$ cat config.mk
export PLATFORM = sky130hd
export DESIGN_NAME = frame_update_sequencer
export DESIGN_NICKNAME = d
export VERILOG_FILES = /design/src/rtl/frame_update_sequencer.sv
export SDC_FILE = /design/constraint.sdc
export NUM_CORES = 1
export LEC_CHECK = 0
export ABC_AREA = 1
export BUFFER_PORTS_ARGS = -buffer_cell sky130_fd_sc_hd__buf_2
export CORE_MARGIN = 8
export CORE_UTILIZATION = 50
export CTS_CLUSTER_DIAMETER = 30
export DETAILED_ROUTE_END_ITERATION = 16
export HOLD_SLACK_MARGIN = 0.1
export PLACE_DENSITY_LB_ADDON = 0.25
export SYNTH_ARGS = -nofsm -noshare
export SYNTH_HDL_FRONTEND = slang
export SYNTH_SLANG_ARGS = --single-unit
export TNS_END_PERCENT = 5
$ cat constraint.sdc
create_clock -name clk -period 4.51 [get_ports clk]
set_clock_uncertainty 0.15 [all_clocks]
set_input_delay 0.6765 -clock clk [delete_from_list [all_inputs] [get_ports clk]]
set_output_delay 0.6765 -clock clk [all_outputs]
set_load 0.01 [all_outputs]
$ cat src/rtl/frame_update_sequencer.sv
// Per-frame scheduler: runs move/spawn/coll/score once per frame tick,
// paces spawning and difficulty, and reports collisions as a die pulse.
module frame_update_sequencer #(
    parameter int SPAWN_PERIOD = 64,
    parameter int LEVEL_FRAMES = 1024,
    parameter int MAX_LEVEL    = 7,
    parameter int TIMEOUT      = 255
) (
    input  logic       clk,
    input  logic       rst,
    input  logic       game_active,
    input  logic       frame_tick,
    input  logic       move_done,
    input  logic       spawn_done,
    input  logic       coll_done,
    input  logic       score_done,
    input  logic       hit,
    output logic       move_go,
    output logic       spawn_go,
    output logic       coll_go,
    output logic       score_go,
    output logic [2:0] level,
    output logic       busy,
    output logic       die,
    output logic       overrun,
    output logic       stall_err
);

    localparam int SW = $clog2(SPAWN_PERIOD + 1);
    localparam int LW = $clog2(LEVEL_FRAMES + 1);
    localparam logic [SW-1:0] SP_LAST = SW'(SPAWN_PERIOD - 1);
    localparam logic [LW-1:0] LV_LAST = LW'(LEVEL_FRAMES - 1);
    localparam logic [2:0]    LV_MAX  = 3'(MAX_LEVEL);
    localparam logic [7:0]    TO      = 8'(TIMEOUT);

    typedef enum logic [2:0] {
        IDLE, MOVE, SPAWN, COLL, SCORE
    } state_t;

    state_t        state, state_n;
    logic [7:0]    timer;
    logic [SW-1:0] spawn_cnt;
    logic [LW-1:0] level_cnt;
    logic          timed_out;
    logic          stall_n, die_n, frame_done, clear_game;

    assign timed_out = (timer == TO);

    // Next-state: a stage advances on its own done, else gives up at timeout
    always_comb begin
        state_n    = state;
        stall_n    = 1'b0;
        die_n      = 1'b0;
        frame_done = 1'b0;
        clear_game = 1'b0;
        unique case (state)
            IDLE: begin
                if (!game_active)    clear_game = 1'b1;
                else if (frame_tick) state_n = MOVE;
            end
            MOVE: begin
                if (move_done)
                    state_n = (spawn_cnt == '0) ? SPAWN : COLL;
                else if (timed_out) begin
                    stall_n = 1'b1;
                    state_n = IDLE;
                end
            end
            SPAWN: begin
                if (spawn_done) state_n = COLL;
                else if (timed_out) begin
                    stall_n = 1'b1;
                    state_n = IDLE;
                end
            end
            COLL: begin
                if (coll_done) begin
                    die_n   = hit;
                    state_n = hit ? IDLE : SCORE;
                end else if (timed_out) begin
                    stall_n = 1'b1;
                    state_n = IDLE;
                end
            end
            SCORE: begin
                if (score_done) begin
                    frame_done = 1'b1;
                    state_n    = IDLE;
                end else if (timed_out) begin
                    stall_n = 1'b1;
                    state_n = IDLE;
                end
            end
            default: state_n = IDLE;
        endcase
        // Leaving gaming mid-frame wins over any stage outcome
        if (state != IDLE && !game_active) begin
            state_n    = IDLE;
            stall_n    = 1'b0;
            die_n      = 1'b0;
            frame_done = 1'b0;
        end
    end

    // State, registered strobes, stage timer and sticky error flags
    always_ff @(posedge clk or posedge rst) begin
        if (rst) begin
            state     <= IDLE;
            move_go   <= 1'b0;
            spawn_go  <= 1'b0;
            coll_go   <= 1'b0;
            score_go  <= 1'b0;
            busy      <= 1'b0;
            die       <= 1'b0;
            overrun   <= 1'b0;
            stall_err <= 1'b0;
            timer     <= '0;
        end else begin
            state    <= state_n;
            move_go  <= (state_n == MOVE)  && (state != MOVE);
            spawn_go <= (state_n == SPAWN) && (state != SPAWN);
            coll_go  <= (state_n == COLL)  && (state != COLL);
            score_go <= (state_n == SCORE) && (state != SCORE);
            busy     <= (state_n != IDLE);
            die      <= die_n;
            if (stall_n) stall_err <= 1'b1;
            if (frame_tick && state != IDLE) overrun <= 1'b1;
            if (state_n != state || state == IDLE) timer <= '0;
            else                                   timer <= timer + 8'd1;
        end
    end

    // Spawn pacing and difficulty progression on each completed frame
    always_ff @(posedge clk or posedge rst) begin
        if (rst) begin
            spawn_cnt <= '0;
            level_cnt <= '0;
            level     <= '0;
        end else if (clear_game) begin
            spawn_cnt <= '0;
            level_cnt <= '0;
            level     <= '0;
        end else if (frame_done) begin
            spawn_cnt <= (spawn_cnt == SP_LAST) ? '0 : spawn_cnt + 1'b1;
            level_cnt <= (level_cnt == LV_LAST) ? '0 : level_cnt + 1'b1;
            if (level_cnt == LV_LAST && level < LV_MAX)
                level <= level + 3'd1;
        end
    end

endmodule

# After elaboration in Yosys (flattened, before gate mapping)
# Cells that the tools add are included.
# word_totals
out_inout_bits	11
elab_cells	86
reg_bits	40
# op_classes
n_reduce_logical	16
magnitude_cmp	1
eq_ne	16
muxes	36
n_addsub	4
# ops
operator	count
2-to-1 mux 3 bit	12
2-to-1 mux 11 bit	3
2-to-1 mux 7 bit	3
2-to-1 mux 1 bit	15
one-hot mux 3 bit (5 select lines)	1
equality test 3 x 2 -> 1 bit (second input constant)	4
adder 11 x 1 -> 11 bit (second input constant)	1
equality test 11 x 10 -> 1 bit (second input constant)	1
adder 8 x 1 -> 8 bit (second input constant)	1
equality test 8 bit (second input constant)	1
2-to-1 mux 8 bit	1
adder 7 x 1 -> 7 bit (second input constant)	1
equality test 7 x 6 -> 1 bit (second input constant)	1
logical AND 1 bit	7
zero test 7 bit	1
equality test 3 x 1 -> 1 bit (second input constant)	2
equality test 3 bit (second input constant)	2
inequality test 3 x 2 -> 1 bit (second input constant)	2
nonzero test 3 bit	2
one-hot mux 1 bit (4 select lines)	1
nonzero test 2 bit	2
adder 3 x 1 -> 3 bit (second input constant)	1
zero test 3 bit	1
less-than comparator 3 bit (second input constant)	1
6 further kinds	6

# Logic depth before layout (Yosys ltp)
# depth
depth_word	8
ltp_mapped	13
ltp_nobuf	13

# Least setup slack after synthesis
# OpenSTA, ideal clock, no wires.
# synth_path
path_type	input-to-reg
from	input score_done
to	register timer[2]
slack_ns	2.690
t_required_ns	4.239
path_stages	8
arrival_time_ns	1.549
path_buffers	0
cell_sequence	nand3b_2 -> or2_1 -> nand2_2 -> nand2_2 -> nand2_1 -> nand2_2 -> nand3_4 -> nor2_2
# synth_via
elab_chain_len	6
# synth_rtl
element	line_no	text
start, declared	16	input logic score_done,
2-to-1 mux 3 bit	86	if (score_done) begin
one-hot mux 3 bit (5 select lines)	56	unique case (state)
2-to-1 mux 3 bit	97	if (state != IDLE && !game_active) begin
inequality test 3 bit	128	if (state_n != state || state == IDLE) timer <= '0;
logical OR 1 bit	128	
2-to-1 mux 8 bit	128	
end signal, assigned	129	else timer <= timer + 8'd1;
end, declared	41	logic [7:0] timer;
# Every way passes these cells.
# A chain may end at the register's enable or synchronous reset.

# Final worst setup path
# layout_path
from	register timer[0]
to	register timer[3]
# layout_via
elab_chain_len	8
elab_cells_between_ends	12
# layout_rtl
element	line_no	text
equality test 8 bit	47	assign timed_out = (timer == TO);
2-to-1 mux 3 bit	--	
2-to-1 mux 3 bit, on equally long branches	--	
one-hot mux 3 bit (5 select lines)	56	
2-to-1 mux 3 bit	97	
inequality test 3 bit	128	
logical OR 1 bit	128	
2-to-1 mux 8 bit (*)	128	
# Mark *: on every way between the ends. The rest lies on a longest branch, timed or not.

==> flow_metrics.py <==
metrics = {
    "yosys": {
        "ys_ff_latch": 40,
        "yosysWarningCount": 0,
        "synthCells": 265,
        "async_reset_ff_share_pct": 100.0,
        "synth_edf_count": 0,
        "yosysTopAreaCell": "dfrtp_1",
        "synth-main-ff-cell": "dfrtp_1",
        "synth_most_common_cell": "nand2_1",
        "syn_avg_cell_area_um2": 8.409,
        "syn_nets": 279,
        "synth_common_cells": "47 x nand2_1, 40 x dfrtp_1, 34 x inv_1",
        "synth_top_cell_area_share_pct": 44.92,
        "synth_area_leaders": "dfrtp_1 45%, nand2_1 7.9%, inv_1 5.7%, nand3_1 3.8%, nor2_1 3.5%",
        "syn-cell-area_mm2": 0.002228,
        "ys_seq_area_share_pct": 44.92,
        "ys_types": 37,
    },
    "detailed_routing": {
        "wire_per_inst_um": 11.88,
        "dr.first_iter.drc_count": 58,
        "num_vias": 1728,
        "routed_wl_mm": 4.038,
        "viasPerCell": 5.082,
        "drtAntennaViolNets": 0,
        "drc": 0,
        "dr.pass1.iters": 4,
    },
    "die": {
        "rows": 24,
        "die_h_um": 82.76,
        "dieArea_mm2": 0.006849,
        "die_w_um": 82.76,
        "initial_core_util_pct": 51.53,
        "boundaryPins": 20,
        "core_region_area_mm2": 0.004324,
    },
    "grt": {
        "overflow": 0,
        "first_global_vias": 1599,
        "antenna_found_initial": 0,
        "grt_start_max_net_pins": 41,
        "grt_pass1_wl_mm": 7.051,
        "track_usage_pct": 13.27,
    },
    "cells_and_area": {
        "num_antenna_cells": 0,
        "areaGrowthSynthToFinish_pct": 9.265,
        "drive_gt1_share_pct": 23.26,
        "nets": 302,
    },
    "timing": {
        "fin_setup_tns_ps": 0,
        "max-slew-margin-rel_pct": 67.52,
        "report.final.slew_viol_count": 0,
        "hold_viol_final": 0,
        "max_freq_ghz": 0.5065,
        "period_minus_slack_ps": 1974,
        "worst_slack_ps": 2536,
        "rsz0062_at_grt": "false",
        "setup_viol": 0,
        "period_share_pct": 43.78,
        "tightest_slew_ps": 487.2,
    },
    "placement": {
        "gp_congestion": 0.8837,
        "io_buffers": 19,
        "dpl.hpwl_mm": 3.063,
        "place_ws_ps": 2472,
    },
    "status": {
        "status": "complete, no violations",
    },
    "job": {
        "drv_cap": 0,
    },
    "clock_tree": {
        "ctsResizeCount": 0,
        "root_buffer": "clkbuf_8",
        "cts_buffers": 5,
        "cts_max_path_buffers": 2,
        "cts_max_level": 2,
        "clk_latency_ps": 290,
        "clk_pin_slew_ps": 70,
        "numClockSinks": 40,
        "post_cts_buffers": 0,
        "cts_tree": "yes",
        "cts_hold_buf": 0,
    },
    "worst_setup_path": {
        "r2r_setup_slack_ps": 2540,
        "startpoint_type": "flop",
        "worstReg2RegEnd": "timer[3]",
        "worstReg2RegStart": "timer[0]",
        "endpoint_kind": "flop",
        "crit_type": "flop to flop",
        "worstRegToRegCells": 11,
        "cp_max_fo": 8,
        "cp.arrival_ps": 2040,
        "critPathRequiredTime_ps": 4580,
    },
    "power": {
        "peakVddDrop_mv": 0.2447,
        "p_leak_nw": 1.221,
        "p_per_area_mw_per_mm2": 400.7,
    },
    "min_path": {
        "hold_path.startpoint": "overrun",
        "hp-class": "flop to flop",
        "holdPathEnd": "overrun",
        "hold-path-cell-count": 1,
    },
}
==> layout make-up <==
cell class / count / area, um^2
Tap cell: 52 / 65.06
Fill cell: 410 / 1889
Inverter: 41 / 156.4
Clock inverter: 1 / 5.005
Multi-Input combinational cell: 180 / 1032
Clock buffer: 6 / 72.57
Timing Repair Buffer: 20 / 102.6
Sequential cell: 40 / 1001
==> per-layer routing <==
layer / up-vias / wire, um / part of all wire, % / track usage [%]
li1: 890 / - / - / -
met1: 810 / 1922 / 48 / 16.23
met2: 22 / 1892 / 47 / 21.45
met3: 6 / 157 / 3.9 / 3.571
met4: 0 / 65 / 1.6 / 5.690
met5: - / 0 / 0 / 0
==> kinds of logic after synthesis <==
logic type      share of synthesized area, %
flops                                  44.92
buf+inv                                8.759
xor+xnor                               2.751
fa+ha+maj                              2.807
simple gates                           32.23
compound gates                         8.535
==> state kept, by name (all words and copies together), names as in the netlist <==
register   cells
spawn_cnt      7
coll_go        1
overrun        1
score_go       1
level          3
busy           1
state          3
spawn_go       1
timer          8
move_go        1
die            1
level_cnt     11
stall_err      1
==> placed cells by master, fill, tap and decap left out, types with 3 or more instances in the layout <==
master	Yosys	layout
nor3_1	6	6
nand2_2	11	11
inv_2	6	6
buf_2	1	19
nand2_1	47	47
nor2_1	21	21
nand4_1	6	6
a21oi_1	8	8
clkbuf_8	0	5
nor2_4	4	4
nand3_2	3	3
xnor2_1	4	4
dfrtp_1	40	40
o21ai_0	13	13
o22ai_1	3	3
ha_1	5	5
inv_1	34	34
nor2_2	10	10
xor2_1	3	3
nand3_1	17	17
==> stage by stage <==
step                hold slack (ps)  area (um^2)  std cells  power [mW]  utilization (%)
CTS                           317.5         2435        340      0.9896            56.31
detailed placement            300.6         2357        333      0.7651            54.51
finish                        310.5         2435        340      0.9757            56.31
floorplan                     292.7         2228        265      0.7022                -
global route                  323.8         2435        340       1.046            56.31
global placement              283.5         2357        333      0.7615            54.51
==> power by group <==
part	internal, mW	switching (mW)	leakage (nW)
Combinational	0.108	0.216	0.638
Sequential	0.388	0.0433	0.542
Clock	0.105	0.115	0.0410
Total	0.601	0.374	1.22
==> worst max path at each step <==
stage	startpoint	end	slack [ps]	depth (start not counted)
after floorplan	score_done	timer[2]	2690	8
after global placement	score_done	timer[6]	2480	9
after detailed placement	score_done	timer[3]	2470	8
after CTS	timer[0]	timer[3]	2520	11
after global routing	level_cnt[0]	level[2]	2350	9
final	timer[0]	timer[3]	2540	11
==> worst max-delay path, stage by stage (launching register included) <==
cell and delay (ps):
dfrtp_1 410, ha_1 240, nand2_1 80, nor2_2 60
nand2_2 100, nand2_1 70, or2_1 230, nand2_2 90
nand3_1 90, nand2_2 120, nand3_4 160, nor2_2 120
No activity file was read; power rests on OpenSTA's default activity.
